**config.mk**
```make
export PLATFORM = sky130hd
export DESIGN_NAME = uart_rx_simple
export DESIGN_NICKNAME = d
export VERILOG_FILES = /design/src/rtl/uart_pkg.sv /design/src/rtl/sync_2ff.sv /design/src/rtl/uart_rx_simple.sv
export SDC_FILE = /design/constraint.sdc
export NUM_CORES = 1
export LEC_CHECK = 0
export CELL_PAD_IN_SITES_DETAIL_PLACEMENT = 1
export CELL_PAD_IN_SITES_GLOBAL_PLACEMENT = 2
export CORE_MARGIN = 2
export CORE_UTILIZATION = 35
export DETAILED_ROUTE_END_ITERATION = 10
export GPL_ROUTABILITY_DRIVEN = 1
export PLACE_DENSITY = 0.78
export SETUP_SLACK_MARGIN = 0.05
export SLEW_MARGIN = 15
export SYNTH_ARGS = -nofsm -noshare
export SYNTH_HDL_FRONTEND = slang
export SYNTH_SLANG_ARGS = --single-unit
```
**constraint.sdc**
```tcl
create_clock -name clk -period 3.3 [get_ports clk]
set_input_delay 0.825 -clock clk [delete_from_list [all_inputs] [get_ports clk]]
set_output_delay 0.825 -clock clk [all_outputs]
set_load 0.01 [all_outputs]
```
**src/rtl/uart_pkg.sv**
```systemverilog
// Shared UART definitions: default bit timing, FSM state encodings and parity helper.
// UART_RX_PARITY_EN adds the PARITY state encoding for 8E1 framing.
package uart_pkg;

  localparam int unsigned CLKS_PER_BIT_DEFAULT = 217;

  typedef enum logic [2:0] {
    ST_IDLE    = 3'd0,
    ST_START   = 3'd1,
    ST_DATA    = 3'd2,
    ST_STOP    = 3'd3,
    ST_RECOVER = 3'd4
`ifdef UART_RX_PARITY_EN
    ,
    ST_PARITY  = 3'd5
`endif
  } uart_state_e;

  // Even-parity bit for a data byte: 1 when the byte holds an odd number of ones.
  function automatic logic parity_even(input logic [7:0] d);
    return ^d;
  endfunction

endpackage

```
**src/rtl/sync_2ff.sv**
```systemverilog
// Two-flop synchronizer for a single asynchronous input; reset value is a parameter.
module sync_2ff #(
  parameter logic RESET_VAL = 1'b1
) (
  input  logic clk,
  input  logic rst_n,
  input  logic d_i,
  output logic q_o
);

  logic meta_q;
  logic sync_q;

  always_ff @(posedge clk or negedge rst_n) begin
    if (!rst_n) begin
      meta_q <= RESET_VAL;
      sync_q <= RESET_VAL;
    end else begin
      meta_q <= d_i;
      sync_q <= meta_q;
    end
  end

  assign q_o = sync_q;

endmodule

```
**src/rtl/uart_rx_simple.sv**
```systemverilog
// UART receiver, 8N1 by default; defining UART_RX_PARITY_EN switches to 8E1 with parity checking.
// Mid-bit sampling from a single start-edge alignment; pulses are registered and mutually exclusive.
//
// state   | meaning
// IDLE    | line idle, waiting for rx_s low
// START   | timing to mid start bit, rejects glitches
// DATA    | sampling 8 data bits LSB-first
// PARITY  | sampling even parity bit (UART_RX_PARITY_EN only)
// STOP    | sampling stop bit, reporting result
// RECOVER | after a framing error, waiting for the line to return high
module uart_rx_simple
  import uart_pkg::*;
#(
  parameter int unsigned CLKS_PER_BIT = CLKS_PER_BIT_DEFAULT
) (
  input  logic       clk,
  input  logic       rst_n,
  input  logic       rx,
  output logic [7:0] data,
  output logic       data_valid,
  output logic       frame_err,
  output logic       parity_err,
  output logic       busy
);

  localparam logic [7:0] CNT_LAST = 8'(CLKS_PER_BIT - 1);
  localparam logic [7:0] CNT_MID  = 8'((CLKS_PER_BIT - 1) / 2);

  logic        rx_s;
  uart_state_e state_q, state_d;
  logic [7:0]  cnt_q, cnt_d;
  logic [2:0]  bit_idx_q, bit_idx_d;
  logic [7:0]  shift_q, shift_d;
  logic [7:0]  data_q, data_d;
  logic        dv_q, dv_d;
  logic        fe_q, fe_d;
`ifdef UART_RX_PARITY_EN
  logic        pe_q, pe_d;
  logic        par_q, par_d;
`endif

  sync_2ff #(.RESET_VAL(1'b1)) u_sync (
    .clk  (clk),
    .rst_n(rst_n),
    .d_i  (rx),
    .q_o  (rx_s)
  );

  always_ff @(posedge clk or negedge rst_n) begin
    if (!rst_n) begin
      state_q   <= ST_IDLE;
      cnt_q     <= 8'd0;
      bit_idx_q <= 3'd0;
      shift_q   <= 8'd0;
      data_q    <= 8'd0;
      dv_q      <= 1'b0;
      fe_q      <= 1'b0;
`ifdef UART_RX_PARITY_EN
      pe_q      <= 1'b0;
      par_q     <= 1'b0;
`endif
    end else begin
      state_q   <= state_d;
      cnt_q     <= cnt_d;
      bit_idx_q <= bit_idx_d;
      shift_q   <= shift_d;
      data_q    <= data_d;
      dv_q      <= dv_d;
      fe_q      <= fe_d;
`ifdef UART_RX_PARITY_EN
      pe_q      <= pe_d;
      par_q     <= par_d;
`endif
    end
  end

  always_comb begin
    state_d   = state_q;
    cnt_d     = cnt_q;
    bit_idx_d = bit_idx_q;
    shift_d   = shift_q;
    data_d    = data_q;
    dv_d      = 1'b0;
    fe_d      = 1'b0;
`ifdef UART_RX_PARITY_EN
    pe_d      = 1'b0;
    par_d     = par_q;
`endif
    case (state_q)
      ST_IDLE: begin
        cnt_d     = 8'd0;
        bit_idx_d = 3'd0;
        if (!rx_s) state_d = ST_START;
      end
      ST_START: begin
        if (cnt_q == CNT_MID) begin
          cnt_d   = 8'd0;
          state_d = rx_s ? ST_IDLE : ST_DATA;
        end else begin
          cnt_d = cnt_q + 8'd1;
        end
      end
      ST_DATA: begin
        if (cnt_q == CNT_LAST) begin
          cnt_d     = 8'd0;
          shift_d   = {rx_s, shift_q[7:1]};
          bit_idx_d = bit_idx_q + 3'd1;
          if (bit_idx_q == 3'd7) begin
`ifdef UART_RX_PARITY_EN
            state_d = ST_PARITY;
`else
            state_d = ST_STOP;
`endif
          end
        end else begin
          cnt_d = cnt_q + 8'd1;
        end
      end
`ifdef UART_RX_PARITY_EN
      ST_PARITY: begin
        if (cnt_q == CNT_LAST) begin
          cnt_d   = 8'd0;
          par_d   = rx_s;
          state_d = ST_STOP;
        end else begin
          cnt_d = cnt_q + 8'd1;
        end
      end
`endif
      ST_STOP: begin
        if (cnt_q == CNT_LAST) begin
          cnt_d = 8'd0;
          if (!rx_s) begin
            fe_d    = 1'b1;
            state_d = ST_RECOVER;
          end else begin
            state_d = ST_IDLE;
`ifdef UART_RX_PARITY_EN
            if (par_q != parity_even(shift_q)) begin
              pe_d = 1'b1;
            end else begin
              data_d = shift_q;
              dv_d   = 1'b1;
            end
`else
            data_d = shift_q;
            dv_d   = 1'b1;
`endif
          end
        end else begin
          cnt_d = cnt_q + 8'd1;
        end
      end
      ST_RECOVER: begin
        // Only a high line releases us, so a held-low break never relocks.
        cnt_d = 8'd0;
        if (rx_s) state_d = ST_IDLE;
      end
      default: begin
        state_d = ST_IDLE;
      end
    endcase
  end

  assign data       = data_q;
  assign data_valid = dv_q;
  assign frame_err  = fe_q;
`ifdef UART_RX_PARITY_EN
  assign parity_err = pe_q;
`else
  assign parity_err = 1'b0;
`endif
  assign busy       = (state_q != ST_IDLE);

endmodule

```
==> metrics.cfg <==
[run_status]
outcome=complete, no violations

[floorplanning]
rows=24
io_pins=15
core_um2=4440
die_h_um=72.4
die_w_um=72.4
dieArea_um2=5240
start_util_pct=36.8

[timing]
setup_violations=0
holdWs_ns=0.357
worst_slack_ns=0.587
rsz0062_at_grt=no
hold_viol=0
fin_crit_ns=2.71
fin_tns_setup_ns=0
relSlewSlack_pct=46.9
tightest_slew_ns=0.790
slew_viol_final=0
fmax_mhz=369
finalCritPeriodShare_pct=82.2
finalClockSkew_ns=0.00617

[detailed_routing]
wl_per_cell_um=15.3
drt-vias-per-instance=5.17
routed-via-count=1039
ant_nets=0
drt_pass1_iterations=3
wl_um=3070
drc_errors=0
drt_iter0_drc=24

[global_routing]
grt_pass1_wl_um=5640
gr-usage-all-layers_pct=14.3
grt_pass1_vias=1166
grt_antenna_before_repair=0
grt_max_degree=35
grt.overflow.total=0

[clock_tree]
root_buffer=clkbuf_8
post-cts-setup-buffers=0
cts.sinks=34
cts_resized=0
clkTransAtPathRegs_ns=0.07
cts_buffers=5
htree_num_levels=2
cts_max_path_buffers=2
insertion_delay_ns=0.29
cts_hold_buf=0
cts_tree=done

[worst_setup_path]
crit_fanout=14
worstPathRequired_ns=2.47
startpoint_type=register
rrSetupSlack_ns=1.23
path_cells=or3_1 -> clkdlybuf4s50_1
critPathTopFamily=flip-flops
rr_worst_depth=5
worst-path-buf-inv=1
worst-setup-path-type=reg2out
cp_data_arrival_time_ns=1.89
crit_start=state_q[0]
r2r-start=cnt_q[0]
slowest_delay_ns=0.57
end_kind=output port
r2r-end=shift_q[6]
critPathSlowestCell=dfrtp_1

[cells_and_area]
area_delta_synth_final_pct=16.4
final_net_count=155
insertedDiodeCount=0
final_common_cell=dfrtp_1
drive_gt1_share_pct=22.8
fillers=485
stdcell_area_um2=1900
final_cell_mix=dfrtp_1, clkdlybuf4s50_1, nand2_1

[yosys]
synth_edf_count=0
ys_async_sr_fraction_pct=100
synth_cells=132
synth_area_um2=1640
ys_ff_latch=34
syn_nets=139
ys_warn_count=0
ys.flop_type=dfrtp_1
yosysUniqueCellTypes=42
synth_seq_area_share_pct=52.1
synth_area_per_cell_um2=12.4

[hold_path]
min_from=u_sync.meta_q
hold_path_class=reg2reg
hold-path-endpoint=u_sync.q_o
min_delay_path_depth=0

[place]
dp_slack_ns=0.914
io_buffer_count=13
gp_congestion=0.756
place_area_um2=1810
dp_hpwl_um=2210

[power_and_ir_drop]
power_density_nw_per_um2=397
cellLeakagePower_nw=0.885
vdd_ir_drop_max_mv=0.230

[job]
drv_cap=0

how the worst max path moves through the flow:
stage                end  slack (ns)  cells after the start
floorplan           busy        1.49                      2
global placement    busy        0.95                      2
detailed placement  busy        0.91                      2
CTS                 busy        0.57                      2
global route        busy        0.49                      2
finish              busy        0.59                      2
registers in the layout, indices dropped and copies added, names as in the netlist:
signal	count
shift_q	8
u_sync.meta_q	1
cnt_q	8
bit_idx_q	3
data	8
data_valid	1
frame_err	1
u_sync.q_o	1
state_q	3
where the power goes:
group	internal (mW)	switching [mW]	total, mW
clock network	0.168	0.157	0.324
registers	0.419	0.00155	0.420
logic	0.00297	0.00866	0.0116
total	0.589	0.167	0.756
synth_stat cells, drive strengths merged, types with 3 or more instances:
library cell,n,area share [%]
and3,3,1.1
a21oi,3,0.92
mux2i,3,1.8
xor2,3,1.6
nor2,10,2.3
mux2,16,13
nand2,12,2.8
dfrtp,32,49
ha,4,3.1
nand3,5,2.3
clkbuf,3,0.69
inv,4,0.92
o21ai,4,1.2
per-layer routing:
layer | vias up | global-route usage (%) | part of all wire, %
met2 | 12 | 23.0 | 49
li1 | 497 | - | -
met3 | 7 | 4.72 | 3.5
met1 | 523 | 16.8 | 45
met4 | 0 | 8.02 | 3.1
met5 | - | 0 | 0
worst register-to-register path, cell delays in order, from the launching register on:
cell,delay (ns)
dfrtp_1,0.42
inv_1,0.07
ha_1,0.20
nand4b_2,0.21
nor4_4,0.64
mux2_2,0.41
final cells by class:
type | instances | area, um^2 | share of cell area, %
repair buffers | 14 | 138 | 7.23
inverters | 4 | 15.0 | 0.788
clock buffers | 6 | 82.6 | 4.34
clock inverters | 2 | 12.5 | 0.657
well taps | 52 | 65.1 | 3.42
flip-flops and latches | 34 | 853 | 44.8
multi-input cells | 89 | 738 | 38.8
cell families after synthesis:
kind of cell	after synthesis	share of synthesized area, %
and+or+nand+nor	45	18.5
DFF	34	52.1
muxes	19	14.7
AOI/OAI and AO/OA	16	6.50
buffers and inverters	9	2.75
adders and majority gates	4	3.06
xor gates and xnor gates	4	2.14
other	1	0.229
metrics by stage:
step                instances  total power, mW  util [%]
finish                    201            0.756      42.8
CTS                       201            0.770      42.8
global placement          193            0.441      40.7
detailed placement        193            0.441      40.7
global route              201            0.787      42.8
floorplan                 132            0.430         -
Power figures use the tool's default switching activity.
